==> config.mk <==
export PLATFORM = sky130hd
export DESIGN_NAME = param_digital_locker
export DESIGN_NICKNAME = d
export VERILOG_FILES = /design/src/rtl/param_digital_locker.sv
export SDC_FILE = /design/constraint.sdc
export NUM_CORES = 1
export LEC_CHECK = 0
export BUFFER_PORTS_ARGS = -buffer_cell sky130_fd_sc_hd__buf_2
export CELL_PAD_IN_SITES_DETAIL_PLACEMENT = 1
export CELL_PAD_IN_SITES_GLOBAL_PLACEMENT = 1
export CORE_MARGIN = 2
export CORE_UTILIZATION = 45
export CTS_CLUSTER_DIAMETER = 50
export DETAILED_ROUTE_END_ITERATION = 7
export MAX_ROUTING_LAYER = met4
export PLACE_DENSITY_LB_ADDON = 0.1
export SYNTH_ARGS = -nofsm -noshare
export SYNTH_HDL_FRONTEND = slang
export SYNTH_SLANG_ARGS = --single-unit
==> constraint.sdc <==
create_clock -name clk -period 3.6 [get_ports clk]
set_clock_uncertainty 0.05 [all_clocks]
set_input_delay 0.54 -clock clk [delete_from_list [all_inputs] [get_ports clk]]
set_output_delay 0.54 -clock clk [all_outputs]
set_load 0.1 [all_outputs]
==> src/rtl/param_digital_locker.sv <==
// Keypad locker FSM: PIN verification, attempt limiting with timed lockout, PIN change and a per-slot data vault.
// Optional AUTO_RELOCK_EN macro adds an inactivity timeout that relocks from UNLOCKED.
module param_digital_locker #(
    parameter int PIN_DIGITS     = 4,
    parameter int DIGIT_W        = 4,
    parameter int SLOTS          = 4,
    parameter int MAX_ATTEMPTS   = 3,
    parameter int LOCKOUT_CYCLES = 16,
    parameter logic [PIN_DIGITS*DIGIT_W-1:0] DEFAULT_PIN = 'h4321,
    parameter int RELOCK_CYCLES  = 64
) (
    input  logic                          clk,
    input  logic                          rst,
    input  logic                          key_valid,
    input  logic [DIGIT_W-1:0]            key_digit,
    input  logic                          start,
    input  logic                          cancel,
    input  logic                          set_pin,
    input  logic                          store,
    input  logic                          read,
    input  logic [$clog2(SLOTS)-1:0]      slot_sel,
    input  logic                          tamper,
    output logic                          unlocked,
    output logic                          locked,
    output logic                          locked_out,
    output logic                          fail,
    output logic [2:0]                    attempts_left,
    output logic [PIN_DIGITS*DIGIT_W-1:0] data_out,
    output logic                          data_valid
);

    localparam int PIN_W = PIN_DIGITS * DIGIT_W;
    localparam int CNT_W = $clog2(PIN_DIGITS + 1);
    localparam int LK_W  = $clog2(LOCKOUT_CYCLES);
    localparam logic [CNT_W-1:0] CNT_FULL = CNT_W'(PIN_DIGITS);
    localparam logic [LK_W-1:0]  LK_LAST  = LK_W'(LOCKOUT_CYCLES - 1);
    localparam logic [2:0]       MAX_W    = 3'(MAX_ATTEMPTS);

    typedef enum logic [2:0] {
        S_IDLE, S_ENTER, S_VERIFY, S_ERROR, S_LOCKOUT, S_UNLOCKED
    } state_t;

    state_t             r_state, w_state_nxt;
    logic [PIN_W-1:0]   r_pin;
    logic [PIN_W-1:0]   r_slot [SLOTS];
    logic [PIN_W-1:0]   r_buf, w_buf_nxt;
    logic [CNT_W-1:0]   r_cnt, w_cnt_nxt;
    logic [2:0]         r_wrong, w_wrong_nxt;
    logic [LK_W-1:0]    r_lk_cnt, w_lk_nxt;
    logic [PIN_W-1:0]   r_data_out;
    logic               r_data_valid;
    logic               w_pin_we, w_slot_we, w_rd_en;
    logic               w_full;
    logic [2:0]         w_wrong_inc;
    logic [PIN_W-1:0]   w_buf_shift;

`ifdef AUTO_RELOCK_EN
    localparam int RL_W = $clog2(RELOCK_CYCLES);
    localparam logic [RL_W-1:0] RL_LAST = RL_W'(RELOCK_CYCLES - 1);
    logic [RL_W-1:0] r_idle_cnt, w_idle_nxt;
    logic            w_activity;
    assign w_activity = key_valid | start | set_pin | store | read;
`endif

    // New digit enters at the LSB so the first-entered digit ends up most significant.
    function automatic logic [PIN_W-1:0] f_shift(input logic [PIN_W-1:0] b,
                                                 input logic [DIGIT_W-1:0] d);
        logic [PIN_W-1:0] t;
        t = b << DIGIT_W;
        t[DIGIT_W-1:0] = d;
        return t;
    endfunction

    assign w_full      = (r_cnt == CNT_FULL);
    assign w_wrong_inc = r_wrong + 3'd1;
    assign w_buf_shift = f_shift(r_buf, key_digit);

    always_comb begin
        w_state_nxt = r_state;
        w_buf_nxt   = r_buf;
        w_cnt_nxt   = r_cnt;
        w_wrong_nxt = r_wrong;
        w_lk_nxt    = '0;
        w_pin_we    = 1'b0;
        w_slot_we   = 1'b0;
        w_rd_en     = 1'b0;
`ifdef AUTO_RELOCK_EN
        w_idle_nxt  = '0;
`endif
        if (tamper) begin
            w_state_nxt = S_LOCKOUT;
            w_wrong_nxt = MAX_W;
            w_buf_nxt   = '0;
            w_cnt_nxt   = '0;
        end else begin
            case (r_state)
                S_IDLE, S_ERROR: begin
                    if (cancel) begin
                        w_state_nxt = S_IDLE;
                        w_buf_nxt   = '0;
                        w_cnt_nxt   = '0;
                    end else if (start) begin
                        w_state_nxt = S_ENTER;
                        w_buf_nxt   = '0;
                        w_cnt_nxt   = '0;
                    end
                end
                S_ENTER: begin
                    if (cancel) begin
                        w_state_nxt = S_IDLE;
                        w_buf_nxt   = '0;
                        w_cnt_nxt   = '0;
                    end else if (start) begin
                        w_buf_nxt = '0;
                        w_cnt_nxt = '0;
                    end else if (w_full) begin
                        w_state_nxt = S_VERIFY;
                    end else if (key_valid) begin
                        w_buf_nxt = w_buf_shift;
                        w_cnt_nxt = r_cnt + CNT_W'(1);
                    end
                end
                S_VERIFY: begin
                    w_buf_nxt = '0;
                    w_cnt_nxt = '0;
                    if (cancel) begin
                        w_state_nxt = S_IDLE;
                    end else if (r_buf == r_pin) begin
                        w_state_nxt = S_UNLOCKED;
                        w_wrong_nxt = '0;
                    end else begin
                        w_wrong_nxt = w_wrong_inc;
                        w_state_nxt = (w_wrong_inc == MAX_W) ? S_LOCKOUT : S_ERROR;
                    end
                end
                S_LOCKOUT: begin
                    if (r_lk_cnt == LK_LAST) begin
                        w_state_nxt = S_IDLE;
                        w_wrong_nxt = '0;
                    end else begin
                        w_lk_nxt = r_lk_cnt + LK_W'(1);
                    end
                end
                S_UNLOCKED: begin
                    if (cancel) begin
                        w_state_nxt = S_IDLE;
                        w_buf_nxt   = '0;
                        w_cnt_nxt   = '0;
                    end else if (start) begin
                        w_buf_nxt = '0;
                        w_cnt_nxt = '0;
                    end else if (set_pin) begin
                        if (w_full) begin
                            w_pin_we  = 1'b1;
                            w_buf_nxt = '0;
                            w_cnt_nxt = '0;
                        end
                    end else if (store) begin
                        // A simultaneous read is dropped here: store takes the cycle.
                        if (w_full) begin
                            w_slot_we = 1'b1;
                            w_buf_nxt = '0;
                            w_cnt_nxt = '0;
                        end
                    end else if (read) begin
                        w_rd_en = 1'b1;
                    end else if (key_valid) begin
                        w_buf_nxt = w_buf_shift;
                        w_cnt_nxt = w_full ? r_cnt : r_cnt + CNT_W'(1);
                    end
`ifdef AUTO_RELOCK_EN
                    w_idle_nxt = w_activity ? '0 : r_idle_cnt + RL_W'(1);
                    if (!cancel && !w_activity && r_idle_cnt == RL_LAST) begin
                        w_state_nxt = S_IDLE;
                        w_buf_nxt   = '0;
                        w_cnt_nxt   = '0;
                        w_idle_nxt  = '0;
                    end
`endif
                end
                default: begin
                    w_state_nxt = S_IDLE;
                    w_buf_nxt   = '0;
                    w_cnt_nxt   = '0;
                end
            endcase
        end
    end

    always_ff @(posedge clk or posedge rst) begin
        if (rst) r_state <= S_IDLE;
        else     r_state <= w_state_nxt;
    end

    always_ff @(posedge clk or posedge rst) begin
        if (rst) begin
            r_pin        <= DEFAULT_PIN;
            r_buf        <= '0;
            r_cnt        <= '0;
            r_wrong      <= '0;
            r_lk_cnt     <= '0;
            r_data_out   <= '0;
            r_data_valid <= 1'b0;
            for (int i = 0; i < SLOTS; i++) r_slot[i] <= '0;
`ifdef AUTO_RELOCK_EN
            r_idle_cnt   <= '0;
`endif
        end else begin
            r_buf        <= w_buf_nxt;
            r_cnt        <= w_cnt_nxt;
            r_wrong      <= w_wrong_nxt;
            r_lk_cnt     <= w_lk_nxt;
            r_data_valid <= w_rd_en;
            if (w_pin_we)  r_pin <= r_buf;
            if (w_slot_we) r_slot[slot_sel] <= r_buf;
            if (w_rd_en)   r_data_out <= r_slot[slot_sel];
`ifdef AUTO_RELOCK_EN
            r_idle_cnt   <= w_idle_nxt;
`endif
        end
    end

    assign unlocked      = (r_state == S_UNLOCKED);
    assign locked        = ~unlocked;
    assign locked_out    = (r_state == S_LOCKOUT);
    assign fail          = (r_state == S_ERROR) || (r_state == S_LOCKOUT);
    assign attempts_left = MAX_W - r_wrong;
    assign data_out      = r_data_out;
    assign data_valid    = r_data_valid;

endmodule

==> results.yml <==
sta:
  fin_hold_ws_ns: 0.181
  rsz0062_at_grt: "false"
  fin_setup_tns_ns: 0
  fin_crit_sh_pct: 79.5
  setup_viol: 0
  worst_pin_slew_ns: 0.969
  max_freq_ghz: 0.349
  slew_viol_final: 0
  hold_viol_final: 0
  period_minus_slack_ns: 2.86
  relSlewSlack_pct: 35.4
cts:
  cts_tree: "built"
  numCtsBuffers: 17
  clockBufferDepth: 2
  cts-hold-fix-buffers: 0
  postCtsSetupBuffers: 0
  ctsHtreeMaxLevel: 4
  clk_latency_ns: 0.42
  cts.clk_slew.worst_paths_ns: 0.06
  cts.repair.resized: 0
  cts_sinks: 126
  cts-root-buf: "clkbuf_16"
die:
  die_w_um: 121
  coreArea_um2: 13300
  die_h_um: 121
  die_area_um2: 14600
  num_rows: 42
  pin_count: 39
  start_util_pct: 46.2
routing:
  ant_nets: 0
  vias_per_cell: 5.98
  firstDrtPassIters: 4
  wire_per_inst_um: 20.7
  vias: 4010
  post-route-drc-count: 0
  drt_iter0_markers: 237
  wl_um: 13900
grt:
  grt_pass1_wl_um: 23100
  grt.overflow.total: 0
  grt_pass1_vias: 4220
  antenna_found_initial: 0
  gr-usage-all-layers_pct: 21.4
  grt_start_max_net_pins: 78
flow_run:
  drv_cap: 0
pwr:
  cellPowerDensity_nw_per_um2: 524
  p_leak_nw: 3.40
  vdd_ir_drop_max_mv: 0.337
synth:
  synth_area_leaders: "dfrtp_1 (49%), mux2_2 (16%), mux4_2 (5.9%)"
  syn_avg_cell_area_um2: 13.3
  ys.flop_type: "dfrtp_1"
  synth-xor-area-share_pct: 2.43
  synth_top_family_by_area: "multiplexers"
  synth_top_area_share_pct: 49.3
  synth_cells: 460
  yosys_register_bits: 126
  synth_compound_area_share_pct: 8.03
  synth.area.mux_share_pct: 24.3
  synth_edf_count: 0
  synth.net_count: 480
  synthAdderAreaFrac_pct: 1.02
  yosysUniqueCellTypes: 58
  synthSimpleGateAreaFrac_pct: 8.42
  yosys_warnings: 0
  syn_area_um2: 6140
  synth_top_cell_by_area: "dfrtp_1"
  synth_common_cells: "dfrtp_1 (121), mux2_2 (87), clkbuf_1 (24)"
  async_reset_ff_share_pct: 100
  yosysMostFrequentCell: "dfrtp_1"
  seq_area_frac_synth_pct: 51.5
finish:
  layout-drive-gt1-share_pct: 42.2
  fill_cells: 1312
  syn_to_final_growth_pct: 16.3
  antenna_cells: 0
  nNetsFinal: 502
setup_path:
  crit_slowest_cell: "dfrtp_1"
  cpPeakStageDelay_ns: 0.64
  cp-startpoint: "r_state[2]"
  required_ns: 3.01
  cp.arrival_ns: 2.27
  endpoint_kind: "output port"
  crit_family: "flip-flops"
  worst-path-buf-inv: 2
  crit_fanout: 17
  path_class: "flip-flop to output port"
  critical_path.cell_chain: "or3b_2 > inv_1 > buf_2"
  crit_path_start_kind: "flip-flop"
  r2r_start: "r_cnt[0]"
place:
  place.port_buffers: 38
  hpwl_um: 8530
  globalplace.congestion: 0.788
status:
  status: "complete, no violations"
worst_hold_path:
  worstHoldPathType: "input port to async pin"
==> kinds of logic after synthesis <==
kind of cell	count (synthesis)
compound gates	65
xor+xnor	17
fa+ha+maj	5
buf+inv	57
flops	126
mux	113
simple gates	77
==> routing by layer <==
layer,global-route usage (%),vias up,share of wire (%)
li1,-,1781,-
met1,28.2,2155,47
met2,32.9,64,48
met3,5.71,10,3.4
met4,6.32,0,1.1
met5,-,-,0
==> final cells by class <==
class / instances / area [µm²] / area share [%]
Inverter: 12 / 48.8 / 0.684
Tap cell: 176 / 220 / 3.09
Clock buffer: 21 / 470 / 6.59
Sequential cell: 126 / 3160 / 44.3
Timing Repair Buffer: 48 / 290 / 4.07
Multi-Input combinational cell: 277 / 2710 / 38.0
Clock inverter: 11 / 234 / 3.28
==> power breakdown <==
group / switching [W] / internal (W) / total (W)
clock network: 0.000633 / 0.00142 / 0.00205
registers: 0.0000225 / 0.00143 / 0.00145
logic: 0.000168 / 0.0000656 / 0.000234
==> stage by stage <==
stage	setup WS, ns	utilization, %	area [µm²]	std cells	total power [W]
5_1_grt	0.599	53.7	7130	671	0.00386
3_3_place_gp	1.01	48.4	6430	639	0.00171
2_1_floorplan	0.272	-	6140	460	0.00165
3_5_place_dp	0.952	48.4	6430	639	0.00171
6_report	0.736	53.7	7130	671	0.00374
4_1_cts	0.721	53.7	7130	671	0.00379
==> final timing paths <==
path,to,slack (ns),cells after the start
worst min register to register,data_out[5],0.45,1
worst max register to register,r_slot[23],1.02,6
max in group asynchronous,r_pin[9],2.90,3
worst max-delay path,locked_out,0.74,3
worst min-delay path,data_out[5],0.18,3
min in group clk,r_buf[2],0.37,3
==> state kept, by name (all words and copies together) (netlist names), 3 cells and up <==
| signal | cells |
|---|---|
| r_slot | 64 |
| data_out | 16 |
| r_buf | 16 |
| r_pin | 16 |
| r_lk_cnt | 4 |
| r_cnt | 3 |
| r_state | 3 |
| r_wrong | 3 |
==> worst reg2reg max path, cell delays in order (launching register included) <==
cell and delay, ns:
dfrtp_1 0.38, inv_1 0.08, ha_1 0.29, and4b_1 0.29, nand3_1 0.11, or3b_1 0.80, mux2_4 0.45
==> layout by cell type, fill, tap and decap left out, types with 7 or more instances in the layout <==
master / instances
buf_2: 38
nand3_1: 7
buf_4: 8
clkbuf_16: 17
mux2_2: 87
dfrtp_1: 121
inv_1: 11
xnor2_1: 17
nand4_1: 21
a41oi_1: 16
mux4_2: 16
a31oi_1: 16
bufinv_16: 7
mux2_4: 10
No activity file was read; power rests on OpenSTA's default activity.
